File: src/rtl/gpio_side_ctrl.sv
// ---------------------------------------------------------------------------
// gpio_side_ctrl
//
// Register-mapped controller for the GPIO pads along one side of the
// padring. A simple valid/ready request channel reads and writes a small
// word-addressed register file. A one-entry response buffer returns read
// data, or zero for writes. The OUT/OEN/IE registers drive the pad buses
// straight from flops. Pad input data is synchronised before it is read
// back.
//
// Register map (word addresses):
//   0 OUT     rw  pad output data
//   1 OEN     rw  output enable, 1 = driver off
//   2 IE      rw  input enable, gates IN
//   3 IN      ro  synchronised pad_din AND IE
//   4 IRQEN   rw  interrupt enable (interrupt build only)
//   5 IRQSTAT w1c rising-edge status (interrupt build only)
//   6-7       reads 0, writes ignored
//
// Optional feature: define GPIO_SIDE_IRQ_EN to build the rising-edge
// interrupt logic (IRQEN, IRQSTAT, irq). Without it those registers read as
// zero, ignore writes, and irq is tied low.
//
// Ports:
//   clk        sole clock, all state on the rising edge
//   nreset     asynchronous active-low reset
//   req_valid  request valid
//   req_ready  request accepted when req_valid && req_ready
//   req_write  1 = write, 0 = read
//   req_addr   register word address (AW bits)
//   req_wdata  write data (NPINS bits)
//   rsp_valid  response valid
//   rsp_ready  response consumed when rsp_valid && rsp_ready
//   rsp_rdata  read data, 0 for writes
//   pad_din    asynchronous pad input data
//   pad_dout   pad output data bus
//   pad_oen    pad output-enable bus (1 = driver off)
//   pad_ie     pad input-enable bus
//   irq        level interrupt
// ---------------------------------------------------------------------------
module gpio_side_ctrl #(
    parameter int NPINS = 9,
    parameter int AW    = 3
) (
    input  logic             clk,
    input  logic             nreset,
    input  logic             req_valid,
    output logic             req_ready,
    input  logic             req_write,
    input  logic [AW-1:0]    req_addr,
    input  logic [NPINS-1:0] req_wdata,
    output logic             rsp_valid,
    input  logic             rsp_ready,
    output logic [NPINS-1:0] rsp_rdata,
    input  logic [NPINS-1:0] pad_din,
    output logic [NPINS-1:0] pad_dout,
    output logic [NPINS-1:0] pad_oen,
    output logic [NPINS-1:0] pad_ie,
    output logic             irq
);

    localparam logic [AW-1:0] A_OUT     = AW'(0);
    localparam logic [AW-1:0] A_OEN     = AW'(1);
    localparam logic [AW-1:0] A_IE      = AW'(2);
    localparam logic [AW-1:0] A_IN      = AW'(3);
    localparam logic [AW-1:0] A_IRQEN   = AW'(4);
    localparam logic [AW-1:0] A_IRQSTAT = AW'(5);

    logic [NPINS-1:0] out_q;
    logic [NPINS-1:0] oen_q;
    logic [NPINS-1:0] ie_q;
    logic [NPINS-1:0] din_p0;
    logic [NPINS-1:0] din_p1;
    logic [NPINS-1:0] in_val;
    logic [NPINS-1:0] irqen_val;
    logic [NPINS-1:0] irqstat_val;
    logic [NPINS-1:0] rdata_mux;
    logic             rsp_valid_q;
    logic [NPINS-1:0] rsp_rdata_q;
    logic             accept;
    logic             wr_acc;

    // The buffer is one entry deep: a new request can be taken whenever the
    // slot is empty or is being drained in this same cycle.
    assign req_ready = !rsp_valid_q || rsp_ready;
    assign accept    = req_valid && req_ready;
    assign wr_acc    = accept && req_write;

    // ---- Stage p0/p1: two-flop synchroniser on the asynchronous pad inputs
    always_ff @(posedge clk or negedge nreset) begin
        if (!nreset) begin
            din_p0 <= '0;
            din_p1 <= '0;
        end else begin
            din_p0 <= pad_din;
            din_p1 <= din_p0;
        end
    end

    assign in_val = din_p1 & ie_q;

    // ---- Pad control registers, driven straight onto the pad buses
    always_ff @(posedge clk or negedge nreset) begin
        if (!nreset) begin
            out_q <= '0;
            oen_q <= '1;
            ie_q  <= '1;
        end else if (wr_acc) begin
            if (req_addr == A_OUT) out_q <= req_wdata;
            if (req_addr == A_OEN) oen_q <= req_wdata;
            if (req_addr == A_IE)  ie_q  <= req_wdata;
        end
    end

    assign pad_dout = out_q;
    assign pad_oen  = oen_q;
    assign pad_ie   = ie_q;

`ifdef GPIO_SIDE_IRQ_EN
    logic [NPINS-1:0] irqen_q;
    logic [NPINS-1:0] irqstat_q;
    logic [NPINS-1:0] in_prev_q;
    logic [NPINS-1:0] rise;
    logic [NPINS-1:0] stat_clr;
    logic             irq_q;

    assign rise     = in_val & ~in_prev_q;
    assign stat_clr = (wr_acc && req_addr == A_IRQSTAT) ? req_wdata : '0;

    // ---- Edge detect, status and registered interrupt output
    // The set term is OR-ed in after the clear, so an edge that lands in
    // the same cycle as a W1C of that bit keeps the bit set.
    always_ff @(posedge clk or negedge nreset) begin
        if (!nreset) begin
            irqen_q   <= '0;
            irqstat_q <= '0;
            in_prev_q <= '0;
            irq_q     <= 1'b0;
        end else begin
            if (wr_acc && req_addr == A_IRQEN) irqen_q <= req_wdata;
            irqstat_q <= (irqstat_q & ~stat_clr) | rise;
            in_prev_q <= in_val;
            irq_q     <= |(irqstat_q & irqen_q);
        end
    end

    assign irqen_val   = irqen_q;
    assign irqstat_val = irqstat_q;
    assign irq         = irq_q;
`else
    assign irqen_val   = '0;
    assign irqstat_val = '0;
    assign irq         = 1'b0;
`endif

    // Read data reflects the register values before this cycle's update, so
    // a read of IRQSTAT never sees a set or clear that is happening now.
    always_comb begin
        rdata_mux = '0;
        case (req_addr)
            A_OUT:     rdata_mux = out_q;
            A_OEN:     rdata_mux = oen_q;
            A_IE:      rdata_mux = ie_q;
            A_IN:      rdata_mux = in_val;
            A_IRQEN:   rdata_mux = irqen_val;
            A_IRQSTAT: rdata_mux = irqstat_val;
            default:   rdata_mux = '0;
        endcase
    end

    // ---- Response buffer: loads on acceptance, otherwise holds until consumed
    always_ff @(posedge clk or negedge nreset) begin
        if (!nreset) begin
            rsp_valid_q <= 1'b0;
            rsp_rdata_q <= '0;
        end else if (accept) begin
            rsp_valid_q <= 1'b1;
            rsp_rdata_q <= req_write ? '0 : rdata_mux;
        end else if (rsp_ready) begin
            rsp_valid_q <= 1'b0;
        end
    end

    assign rsp_valid = rsp_valid_q;
    assign rsp_rdata = rsp_rdata_q;

endmodule

File: config.mk
export PLATFORM = sky130hd
export DESIGN_NAME = gpio_side_ctrl
export DESIGN_NICKNAME = d
export VERILOG_FILES = /design/src/rtl/gpio_side_ctrl.sv
export SDC_FILE = /design/constraint.sdc
export NUM_CORES = 1
export LEC_CHECK = 0
export BUFFER_PORTS_ARGS = -buffer_cell sky130_fd_sc_hd__buf_2
export CORE_MARGIN = 1
export CORE_UTILIZATION = 50
export CTS_CLUSTER_DIAMETER = 50
export DETAILED_ROUTE_END_ITERATION = 10
export HOLD_SLACK_MARGIN = 0.15
export MAX_ROUTING_LAYER = met4
export PLACE_DENSITY = 0.82
export SLEW_MARGIN = 20
export SYNTH_ARGS = -nofsm -noshare
export SYNTH_HDL_FRONTEND = slang
export SYNTH_SLANG_ARGS = --single-unit
File: constraint.sdc
create_clock -name clk -period 3.1 [get_ports clk]
set_input_delay 0.31 -clock clk [delete_from_list [all_inputs] [get_ports clk]]
set_output_delay 0.31 -clock clk [all_outputs]
set_load 0.01 [all_outputs]
==> metrics.log, run 1 <==
INFO  metric ys_seq_area_frac = 0.6020
INFO  metric chipWidth = 70.17 µm
INFO  metric buffer_ports.inserted = 63
INFO  metric p_leak = 1.336 nW
INFO  metric worst-slew-pin-transition = 0.6867 ns
INFO  metric post_synth_top_area_share = 0.3985
INFO  metric h-tree-depth = 2
INFO  metric post_cts_resize_count = 0
INFO  metric timing_max_transition_violations_final = 0
INFO  metric netlist_top_cells_area = sky130_fd_sc_hd__dfrtp_1 40%, sky130_fd_sc_hd__dfstp_2 20%, sky130_fd_sc_hd__mux2_4 12%
INFO  metric final_core_util = 0.6505
INFO  metric clock-root-buffer = sky130_fd_sc_hd__clkbuf_8
INFO  metric layout_min_cycle_time = 1.412 ns
INFO  metric synth_cell_type_count = 23
INFO  metric finish.instance_area = 2872 µm²
INFO  metric nNetsFinal = 256
INFO  metric final_min_period_over_clock_period = 0.4554
INFO  metric core = 4414 µm²
INFO  metric critical_path.cell_chain = buf_2 -> nor2b_1 -> and4_4 -> mux2_4
INFO  metric gp_congestion = 0.7516
INFO  metric post_synth.cell_area_avg = 14.61 µm²
INFO  metric grt-ovfl-total = 0
INFO  metric maxSlewHeadroom = 0.5422
INFO  metric power_per_cell_area = 642.9 nW/µm²
INFO  metric vias_per_cell = 5.226
INFO  metric ir_drop = 0.4125 mV
INFO  metric worst_hold_path_type = primary input to flip-flop
INFO  metric drive_above_1_share = 0.5281
INFO  metric synth.ff_latch_count = 55
INFO  metric antennaDiodeCount = 0
INFO  metric cp-end-kind = flip-flop
INFO  metric fp-row-count = 24
INFO  metric required = 3.32 ns
INFO  metric post_dp_cell_area = 2639 µm²
INFO  metric timing.critical_path.max_delay_family = simple AND/OR/NAND/NOR gates
INFO  metric first_global_vias = 1505
INFO  metric detailed_route_via_count = 1479
INFO  metric numClockSinks = 55
INFO  metric fin_worst_skew = 0.009320 ns
INFO  metric final_common_cell = sky130_fd_sc_hd__buf_2
INFO  metric max-clock-path-buffers = 2
INFO  metric die_height = 70.17 µm
INFO  metric worst_setup_path_start_kind = primary input
INFO  metric dp_hpwl = 3051 µm
INFO  metric fmax = 0.7084 GHz
INFO  metric starting_density = 0.5264
INFO  metric areaGrowthSynthToFinish = 23.59%
INFO  metric first_pass_grt_wire_length = 7403 µm
INFO  metric synth_top_cell_by_area = sky130_fd_sc_hd__dfrtp_1
INFO  metric maxCapViolCount = 0
INFO  metric drt_first_iter_violations = 48
INFO  metric synthCells = 159
INFO  metric min_delay_path_depth = 2
INFO  metric antenna_violating_nets_post_route = 0
INFO  metric r2r_worst_path_depth = 3
INFO  metric cts_setup_buffers = 0
INFO  metric number_of_gates_on_the_worst_path_with_buffers_counted = 4
INFO  metric mostFrequentLayoutCells = 63 x sky130_fd_sc_hd__buf_2, 37 x sky130_fd_sc_hd__dfrtp_1, 18 x sky130_fd_sc_hd__mux2_4, 18 x sky130_fd_sc_hd__dfstp_2, 11 x sky130_fd_sc_hd__nor2b_1
INFO  metric setup-violations-final = 0
INFO  metric fillCellCount = 330
INFO  metric critPathMaxStageDelay = 0.43 ns
INFO  metric die_ar = 4924 µm²
INFO  metric timing.critical_path.slowest_stage_cell = sky130_fd_sc_hd__buf_2
INFO  metric num_io_pins = 65
INFO  metric clock_network_latency_to_the_later_pin_of_the_worst_skew_pair = 0.30 ns
INFO  metric critical_path_buf_inv_count = 1
INFO  metric finalSetupTns = 0 ns
INFO  metric cts-buffers-inserted = 5
INFO  metric post_drt_wl_per_cell = 15.87 µm
INFO  metric gr-usage-all-layers = 0.2008
INFO  metric post_cts_hold_buffer_count = 10
INFO  metric grt_start_max_net_pins = 33
INFO  metric detailedRoute.firstPassIterationCount = 4
INFO  metric status = finished clean
INFO  metric timing.critical_path.fanout_max = 30
INFO  metric finalWirelength = 4492 µm
INFO  metric grt_antenna_before_repair = 0
INFO  metric tritoncts_clock_tree = yes
INFO  metric synth.net_count = 185
INFO  metric critical_path_class = primary input to flip-flop
INFO  metric rsz0062_at_grt = no
INFO  metric clkSlewWorstSetupHoldPaths = 0.09 ns
INFO  metric arrival_time_at_the_worst_endpoint = 1.64 ns
INFO  metric post-route-drc-count = 0
INFO  metric syn-cell-area = 2323 µm²
INFO  metric final_hold_viol_count = 0
INFO  metric synth_warnings = 0
path summary, 6_finish.rpt:
kind	startpoint	to	slack [ns]
min reg2reg	din_p0[5]	din_p1[5]	0.35
max	req_addr[0]	pad_oen[6]	1.69
min in group asynchronous	nreset	rsp_rdata[3]	0.59
max reg2reg	rsp_valid	rsp_rdata[3]	1.69
max in group asynchronous	nreset	pad_ie[2]	1.70
min	req_wdata[2]	pad_oen[2]	0.27
where the power goes:
group	switching [W]	leakage (nW)	internal, W	total (W)
combinational	0.000165	0.626	0.000206	0.000371
clock	0.000216	0.0654	0.000323	0.000539
sequential	0.0000743	0.645	0.000861	0.000936
through the flow:
step | worst slack, ns | hold slack (ns) | total power (W) | std cells
4_1_cts | 1.635 | 0.2631 | 0.001861 | 283
5_1_grt | 1.502 | 0.2657 | 0.001927 | 283
3_3_place_gp | 1.411 | 0.3329 | 0.001301 | 265
3_5_place_dp | 1.365 | 0.3404 | 0.001315 | 265
2_1_floorplan | 1.741 | 0.01441 | 0.001154 | 159
6_report | 1.688 | 0.2681 | 0.001846 | 283
cells in the mapped netlist:
cell	number
sky130_fd_sc_hd__nor2_4	1
sky130_fd_sc_hd__a211oi_1	9
sky130_fd_sc_hd__and4_4	2
sky130_fd_sc_hd__conb_1	1
sky130_fd_sc_hd__buf_2	4
sky130_fd_sc_hd__mux2_4	18
sky130_fd_sc_hd__nor2b_1	11
sky130_fd_sc_hd__nand4_4	1
sky130_fd_sc_hd__inv_1	9
sky130_fd_sc_hd__buf_4	2
sky130_fd_sc_hd__mux2_2	9
sky130_fd_sc_hd__o32ai_1	9
sky130_fd_sc_hd__and2_1	1
sky130_fd_sc_hd__clkbuf_1	1
sky130_fd_sc_hd__nor2b_4	1
sky130_fd_sc_hd__dfstp_2	18
sky130_fd_sc_hd__nand2b_1	10
sky130_fd_sc_hd__buf_6	3
sky130_fd_sc_hd__dfrtp_1	37
sky130_fd_sc_hd__nor2_1	1
sky130_fd_sc_hd__a21boi_0	9
sky130_fd_sc_hd__nand3_1	1
sky130_fd_sc_hd__nand2b_4	1
registers in the layout, indices dropped and copies added, names as in the netlist:
name / cells
din_p0: 9
pad_ie: 9
rsp_rdata: 9
pad_dout: 9
rsp_valid: 1
pad_oen: 9
din_p1: 9
cell type report:
cell class,count,area (µm²),area share
clock inverters,2,60.06,0.02092
flip-flops and latches,55,1399,0.4871
repair buffers,74,422.9,0.1473
clock buffers,6,72.57,0.02527
well taps,52,65.06,0.02266
inverters,9,33.78,0.01176
multi-input cells,85,818.3,0.2850
layer usage:
metal	share of wire	global-route usage	routed length, µm
met5	0	-	0
met4	0.0089	0.05333	40
met3	0.037	0.03463	168
met2	0.52	0.3344	2349
met1	0.43	0.2561	1932
cells by family (layout without fill, tap and decap cells):
| family | Yosys count | count (layout) | share of synthesized area |
|---|---|---|---|
| buffers and inverters | 19 | 91 | 0.04577 |
| other | 1 | 1 | 0.001614 |
| AO/OA/AOI/OAI | 27 | 27 | 0.09208 |
| multiplexers | 27 | 27 | 0.1599 |
| AND/OR/NAND/NOR | 30 | 30 | 0.09854 |
| flip-flops | 55 | 55 | 0.6020 |
Note: power is estimated with default switching activity, not from simulation.
==> run 2: changes to the inputs <==
--- a/config.mk
+++ b/config.mk
@@ -7,12 +7,12 @@
 export LEC_CHECK = 0
 export BUFFER_PORTS_ARGS = -buffer_cell sky130_fd_sc_hd__buf_2
 export CORE_MARGIN = 1
-export CORE_UTILIZATION = 50
+export CORE_UTILIZATION = 46
 export CTS_CLUSTER_DIAMETER = 50
 export DETAILED_ROUTE_END_ITERATION = 10
 export HOLD_SLACK_MARGIN = 0.15
 export MAX_ROUTING_LAYER = met4
-export PLACE_DENSITY = 0.82
+export PLACE_DENSITY = 0.8
 export SLEW_MARGIN = 20
 export SYNTH_ARGS = -nofsm -noshare
 export SYNTH_HDL_FRONTEND = slang
==> constraint.sdc (replaced) <==
create_clock -name clk -period 1.25 [get_ports clk]
set_input_delay 0.125 -clock clk [delete_from_list [all_inputs] [get_ports clk]]
set_output_delay 0.125 -clock clk [all_outputs]
set_load 0.01 [all_outputs]
==> run 2 against run 1 <==
The flow now finishes with violations (negative setup slack). Critical path depth fell by 1. Sequential cell count did not move. Sequential power rose to 2.5 times the previous value. Combinational power rose to 2.7 times the previous value. Non-clock buffer count rose by 17. Count of clock-buffer cells in the layout did not move. Highest routed layer unchanged.
==> metrics.log, run 2 (synthesized netlist as in run 1, its figures left out) <==
INFO  metric critical_path.cell_chain = nand2b_4 -> nand4_4 -> mux2_2
INFO  metric detailed_route_via_count = 1621
INFO  metric sequential_cell_area = 1399 µm²
INFO  metric timing.critical_path.fanout_max = 9
INFO  metric h-tree-depth = 2
INFO  metric first_global_vias = 1703
INFO  metric status = complete, but fails checks
INFO  metric drive_above_1_share = 0.5600
INFO  metric cts_setup_buffers = 0
INFO  metric grt-ovfl-total = 0
INFO  metric grt_antenna_before_repair = 0
INFO  metric timing_max_transition_violations_final = 0
INFO  metric critPathMaxStageDelay = 0.42 ns
INFO  metric finalWirelength = 5367 µm
INFO  metric gr-usage-all-layers = 0.2162
INFO  metric power.combinational.fraction = 0.223
INFO  metric die_ar = 5339 µm²
INFO  metric final_common_cell = sky130_fd_sc_hd__buf_2
INFO  metric clock_power_share = 0.267
INFO  metric post-route-drc-count = 0
INFO  metric tritoncts_clock_tree = yes
INFO  metric whs = 0.1732 ns
INFO  metric power_per_cell_area = 1471 nW/µm²
INFO  metric starting_density = 0.4855
INFO  metric layout_min_cycle_time = 1.290 ns
INFO  metric final_hold_viol_count = 0
INFO  metric antenna_violating_nets_post_route = 0
INFO  metric max-clock-path-buffers = 2
INFO  metric cell_internal_power = 0.003351 W
INFO  metric antennaDiodeCount = 0
INFO  metric maxCapViolCount = 0
INFO  metric first_pass_grt_wire_length = 8155 µm
INFO  metric clock_network_latency_to_the_later_pin_of_the_worst_skew_pair = 0.31 ns
INFO  metric switching_share = 0.2689
INFO  metric post_dp_cell_area = 2730 µm²
INFO  metric failing_checks = negative setup slack
INFO  metric gp_congestion = 0.7901
INFO  metric detailedRoute.firstPassIterationCount = 4
INFO  metric critical_path_class = flip-flop to flip-flop
INFO  metric area_taken_by_multi_input_logic_gates = 892.1 µm²
INFO  metric pwr-share-seq = 0.510
INFO  metric numPlacedInstances = 288
INFO  metric layoutNonFillerInstCount = 317
INFO  metric cts-buffers-inserted = 5
INFO  metric clock-root-buffer = sky130_fd_sc_hd__clkbuf_8
INFO  metric required = 1.45 ns
INFO  metric fmax = 0.7751 GHz
INFO  metric clkSlewWorstSetupHoldPaths = 0.10 ns
INFO  metric critical_path_buf_inv_count = 0
INFO  metric worst_hold_path_type = primary input to flip-flop
INFO  metric finalSetupTns = -0.5898 ns
INFO  metric vias_per_cell = 5.114
INFO  metric dp_hpwl = 3274 µm
INFO  metric buffer_ports.inserted = 63
INFO  metric num_io_pins = 65
INFO  metric numClockSinks = 55
INFO  metric regToRegSetupSlack = -0.04 ns
INFO  metric fin_worst_skew = 0.01193 ns
INFO  metric final_min_period_over_clock_period = 1.032
INFO  metric timing.critical_path.slowest_stage_cell = sky130_fd_sc_hd__dfrtp_1
INFO  metric setup_ws = -0.04008 ns
INFO  metric setup-violations-final = 24
INFO  metric finish.instance_area = 3115 µm²
INFO  metric drt_first_iter_violations = 65
INFO  metric chipWidth = 73.07 µm
INFO  metric rsz0062_at_grt = yes
INFO  metric timing.critical_path.max_delay_family = flip-flops
INFO  metric ir_drop = 0.9676 mV
INFO  metric worst_setup_path_start_kind = flip-flop
INFO  metric p_leak = 1.443 nW
INFO  metric cp-end-kind = flip-flop
INFO  metric core = 4786 µm²
INFO  metric fp-row-count = 25
INFO  metric nNetsFinal = 275
INFO  metric fillCellCount = 332
INFO  metric total_switching_power = 0.001232 W
INFO  metric grt_start_max_net_pins = 56
INFO  metric die_height = 73.07 µm
INFO  metric arrival_time_at_the_worst_endpoint = 1.49 ns
INFO  metric areaGrowthSynthToFinish = 34.09%
INFO  metric post_drt_wl_per_cell = 16.93 µm
INFO  metric mostFrequentLayoutCells = 63 x sky130_fd_sc_hd__buf_2, 37 x sky130_fd_sc_hd__dfrtp_1, 19 x sky130_fd_sc_hd__dlygate4sd3_1
run 2: changes by cell type in the layout (fill, tap and decap cells not counted), moves of 6 or more:
cell / change
sky130_fd_sc_hd__o32ai_2: +7
sky130_fd_sc_hd__buf_4: +6
sky130_fd_sc_hd__dlygate4sd3_1: +9
sky130_fd_sc_hd__o32ai_1: -7
run 2: layer usage:
layer | GRT usage | share of wire | vias to the layer above
met4 | 0.1155 | 0.025 | 0
met1 | 0.2711 | 0.42 | 812
met2 | 0.3302 | 0.51 | 62
met3 | 0.04420 | 0.048 | 12
li1 | - | - | 735
met5 | - | 0 | -
run 2: what timing repair did:
item	4_1_cts	5_1_grt
hold buffers	19	0
setup endpoints to repair	18	35
resized for setup	1	8
endpoints found under the hold margin	91	0
cloned	2	0
run 2: area by class of cell:
cell class                 count  area share
clock inverter                 2     0.01124
multi-input combinational     87      0.2863
tap                           67     0.02691
inverter                       9     0.01084
timing repair buffer          91      0.1892
sequential                    55      0.4490
clock buffer                   6     0.02651
run 2: metrics by stage:
stage / power [W] / util / setup WS [ns]
floorplan: 0.002863 / - / -0.09298
global placement: 0.003263 / 0.5705 / 0.01169
detailed placement: 0.003300 / 0.5705 / -0.03652
CTS: 0.004547 / 0.6392 / -0.02063
global route: 0.004754 / 0.6510 / -0.07411
finish: 0.004583 / 0.6510 / -0.04008
run 2: path summary, 6_finish.rpt:
kind / from / endpoint / cells past startpoint
worst max-delay path: rsp_valid / pad_dout[2] / 3
worst min-delay path: req_valid / rsp_valid / 2
worst max register to register: rsp_valid / pad_dout[2] / 3
worst min register to register: din_p0[6] / din_p1[6] / 0
max in group asynchronous: nreset / pad_ie[6] / 3
min in group asynchronous: nreset / din_p0[8] / 3
run 2: power groups by stage:
stage | sequential (W) | clock, W | combinational (W)
detailed placement | 0.00236 | 0 | 0.000936
finish | 0.00234 | 0.00123 | 0.00102
CTS | 0.00234 | 0.00122 | 0.000990
global route | 0.00237 | 0.00128 | 0.00110
floorplan | 0.00243 | 0 | 0.000435
global placement | 0.00236 | 0 | 0.000900
==> run 3: changes to the inputs <==
--- a/config.mk
+++ b/config.mk
@@ -5,15 +5,19 @@
 export SDC_FILE = /design/constraint.sdc
 export NUM_CORES = 1
 export LEC_CHECK = 0
+export ABC_AREA = 1
 export BUFFER_PORTS_ARGS = -buffer_cell sky130_fd_sc_hd__buf_2
+export CELL_PAD_IN_SITES_DETAIL_PLACEMENT = 1
+export CELL_PAD_IN_SITES_GLOBAL_PLACEMENT = 1
 export CORE_MARGIN = 1
-export CORE_UTILIZATION = 46
+export CORE_UTILIZATION = 34
 export CTS_CLUSTER_DIAMETER = 50
 export DETAILED_ROUTE_END_ITERATION = 10
 export HOLD_SLACK_MARGIN = 0.15
 export MAX_ROUTING_LAYER = met4
-export PLACE_DENSITY = 0.8
+export PLACE_DENSITY = 0.79
 export SLEW_MARGIN = 20
 export SYNTH_ARGS = -nofsm -noshare
 export SYNTH_HDL_FRONTEND = slang
 export SYNTH_SLANG_ARGS = --single-unit
+export TNS_END_PERCENT = 1
==> run 3 against run 2 <==
Hold slack gained 0.069 ns. Count of clock-buffer cells in the layout up 1. The run ends with design-rule violations, negative setup slack left. Maximum frequency grew 2.7%. Via count increased by 33%. Cell area is 1.6% higher. Non-clock buffer count grew 6. Largest power group unchanged. Setup slack better by 0.034 ns. Combinational power is 9.6% lower. Sequential share of layout area decreased by 0.73 points. Utilization shrank 16 points. Critical endpoint is now rsp_rdata[3]. Synthesized cell count grew 53%.
==> metrics.log, run 3 <==
INFO  metric final_hold_viol_count = 0
INFO  metric final_common_cell = sky130_fd_sc_hd__nand2_1
INFO  metric die_height = 84.22 µm
INFO  metric grt_antenna_before_repair = 0
INFO  metric numPlacedInstances = 386
INFO  metric dp_hpwl = 4749 µm
INFO  metric max-clock-path-buffers = 2
INFO  metric drive_above_1_share = 0.3548
INFO  metric setup_ws = -0.005944 ns
INFO  metric synth_cell_type_count = 17
INFO  metric buffer_ports.inserted = 63
INFO  metric worst_hold_path_type = primary input to flip-flop
INFO  metric post-route-drc-count = 8
INFO  metric first_global_vias = 2249
INFO  metric clock_network_latency_to_the_later_pin_of_the_worst_skew_pair = 0.31 ns
INFO  metric tritoncts_clock_tree = yes
INFO  metric post_synth_edffs = 0
INFO  metric crit_path_end = rsp_rdata[3]
INFO  metric post_synth.cell_area_avg = 9.420 µm²
INFO  metric area_taken_by_multi_input_logic_gates = 850.8 µm²
INFO  metric drt_first_iter_violations = 144
INFO  metric grt-ovfl-total = 0
INFO  metric layout_min_cycle_time = 1.256 ns
INFO  metric first_pass_grt_wire_length = 11650 µm
INFO  metric finalWirelength = 7508 µm
INFO  metric required = 1.51 ns
INFO  metric chipWidth = 84.22 µm
INFO  metric clkSlewWorstSetupHoldPaths = 0.10 ns
INFO  metric power_per_cell_area = 1373 nW/µm²
INFO  metric post_drt_wl_per_cell = 17.96 µm
INFO  metric detailed_route_via_count = 2162
INFO  metric synthCells = 244
INFO  metric synth_top_cells_by_count = 93 x sky130_fd_sc_hd__nand2_1, 37 x sky130_fd_sc_hd__dfrtp_1, 37 x sky130_fd_sc_hd__nand3_1, 27 x sky130_fd_sc_hd__o21ai_0, 18 x sky130_fd_sc_hd__dfstp_2
INFO  metric starting_density = 0.3579
INFO  metric vias_per_cell = 5.172
INFO  metric critical_path_class = flip-flop to flip-flop
INFO  metric regToRegSetupSlack = -0.006 ns
INFO  metric critPathMaxStageDelay = 0.40 ns
INFO  metric h-tree-depth = 2
INFO  metric netlist_top_cells_area = sky130_fd_sc_hd__dfrtp_1 40%, sky130_fd_sc_hd__dfstp_2 21%, sky130_fd_sc_hd__nand2_1 15%
INFO  metric synth_warnings = 0
INFO  metric layoutNonFillerInstCount = 418
INFO  metric numClockSinks = 55
INFO  metric hold_path.startpoint = req_write
INFO  metric post-synth-top-count-cell = sky130_fd_sc_hd__nand2_1
INFO  metric die_ar = 7093 µm²
INFO  metric r2r_worst_path_depth = 7
INFO  metric final_min_period_over_clock_period = 1.005
INFO  metric crit-reg2reg-launch = rsp_valid
INFO  metric cts-buffers-inserted = 5
INFO  metric ir_drop = 0.5603 mV
INFO  metric areaGrowthSynthToFinish = 37.78%
INFO  metric worstSetupStartpoint = rsp_valid
INFO  metric fmax = 0.7962 GHz
INFO  metric timing.critical_path.slowest_stage_cell = sky130_fd_sc_hd__dfrtp_1
INFO  metric antenna_violating_nets_post_route = 0
INFO  metric gp_congestion = 0.7758
INFO  metric crit-reg2reg-capture = rsp_rdata[3]
INFO  metric critical_path.cell_chain = nand2_2 -> buf_6 -> nand2_4 -> nor3_4 -> buf_6 -> nand2_1 -> nand2_1
INFO  metric ys_seq_area_frac = 0.6086
INFO  metric cp-end-kind = flip-flop
INFO  metric status = complete, but fails checks
INFO  metric grt_start_max_net_pins = 56
INFO  metric fin_worst_skew = 0.01039 ns
INFO  metric synth.net_count = 270
INFO  metric antennaDiodeCount = 0
INFO  metric synth-main-ff-cell = sky130_fd_sc_hd__dfrtp_1
INFO  metric core = 6422 µm²
INFO  metric fp-row-count = 29
INFO  metric postSynth.asyncResetShare = 1.000
INFO  metric gr-usage-all-layers = 0.2221
INFO  metric post_synth_top_area_share = 0.4028
INFO  metric pnr_total_power = 0.004348 W
INFO  metric synth_top_cell_by_area = sky130_fd_sc_hd__dfrtp_1
INFO  metric fillCellCount = 758
INFO  metric timing.critical_path.fanout_max = 5
INFO  metric failing_checks = design-rule violations, negative setup slack
INFO  metric rsz0062_at_grt = yes
INFO  metric clock-root-buffer = sky130_fd_sc_hd__clkbuf_8
INFO  metric num_io_pins = 65
INFO  metric arrival_time_at_the_worst_endpoint = 1.51 ns
INFO  metric synth.ff_latch_count = 55
INFO  metric p_leak = 1.689 nW
INFO  metric sequential_cell_area = 1399 µm²
INFO  metric detailedRoute.firstPassIterationCount = 7
INFO  metric timing_max_transition_violations_final = 0
INFO  metric mostFrequentLayoutCells = 89 x sky130_fd_sc_hd__nand2_1, 63 x sky130_fd_sc_hd__buf_2, 37 x sky130_fd_sc_hd__dfrtp_1
INFO  metric maxCapViolCount = 0
INFO  metric setup-violations-final = 1
INFO  metric worst_setup_path_start_kind = flip-flop
INFO  metric syn-cell-area = 2298 µm²
INFO  metric nNetsFinal = 366
-- run 3: layout make-up --
class                      count  area share
clock buffer                   7     0.03042
clock inverter                 1    0.002371
inverter                      12     0.01422
multi-input combinational    169      0.2687
sequential                    55      0.4417
tap                           77     0.03042
timing repair buffer          97      0.2122
-- run 3: critical path: cells and delay by family (launching register included) --
kind | cells | cell delay, ns
AND/OR/NAND/NOR | 5 | 0.52
flip-flops | 1 | 0.40
buffers and inverters | 2 | 0.27
-- run 3: repair_timing --
action | 4_1_cts | 5_1_grt
endpoints found under the setup margin | 0 | 34
endpoints found under the hold margin | 91 | 0
setup buffers | 0 | 1
hold buffers | 19 | 0
gates resized for setup | 0 | 15
-- run 3: metal layers --
| layer | up-vias | GRT usage | routed length (µm) |
|---|---|---|---|
| li1 | 980 | - | - |
| met1 | 1079 | 0.2615 | 2978 |
| met2 | 81 | 0.3689 | 3896 |
| met3 | 22 | 0.03638 | 347 |
| met4 | 0 | 0.1129 | 286 |
| met5 | - | - | 0 |
-- run 3: logic make-up (layout without fill, tap and decap cells) --
logic type | Yosys count | after routing | share of synthesized area
AO/OA/AOI/OAI | 27 | 27 | 0.05879
buffers and inverters | 22 | 117 | 0.04572
flip-flops | 55 | 55 | 0.6086
other | 1 | 1 | 0.001632
AND/OR/NAND/NOR | 139 | 141 | 0.2852
-- run 3: stage by stage --
stage,setup WS (ns),util,hold slack [ns],cell area [µm²],setup TNS [ns]
detailed placement,0.07644,0.4305,0.1426,2765,0
global route,-0.06702,0.4931,0.2631,3167,-0.3207
global placement,0.1165,0.4305,0.1378,2765,0
floorplan,0.05548,-,-0.1706,2298,0
finish,-0.005944,0.4931,0.2427,3167,-0.005944
CTS,0.03919,0.4763,0.1871,3059,0
-- run 3: worst min path at each step --
stage	to	slack [ns]	cells after the start
3_5_place_dp	din_p0[2]	0.14	2
6_report	rsp_rdata[2]	0.24	5
3_3_place_gp	din_p0[5]	0.14	2
4_1_cts	rsp_valid	0.19	5
2_1_floorplan	din_p0[0]	-0.17	0
5_1_grt	rsp_rdata[8]	0.26	5
-- run 3: power breakdown --
part / total (W) / switching, W / leakage (nW) / internal [W]
clock network: 0.00109 / 0.000589 / 0.0505 / 0.000505
registers: 0.00233 / 0.000213 / 0.649 / 0.00212
logic: 0.000922 / 0.000543 / 0.990 / 0.000380
total: 0.00435 / 0.00134 / 1.69 / 0.00300
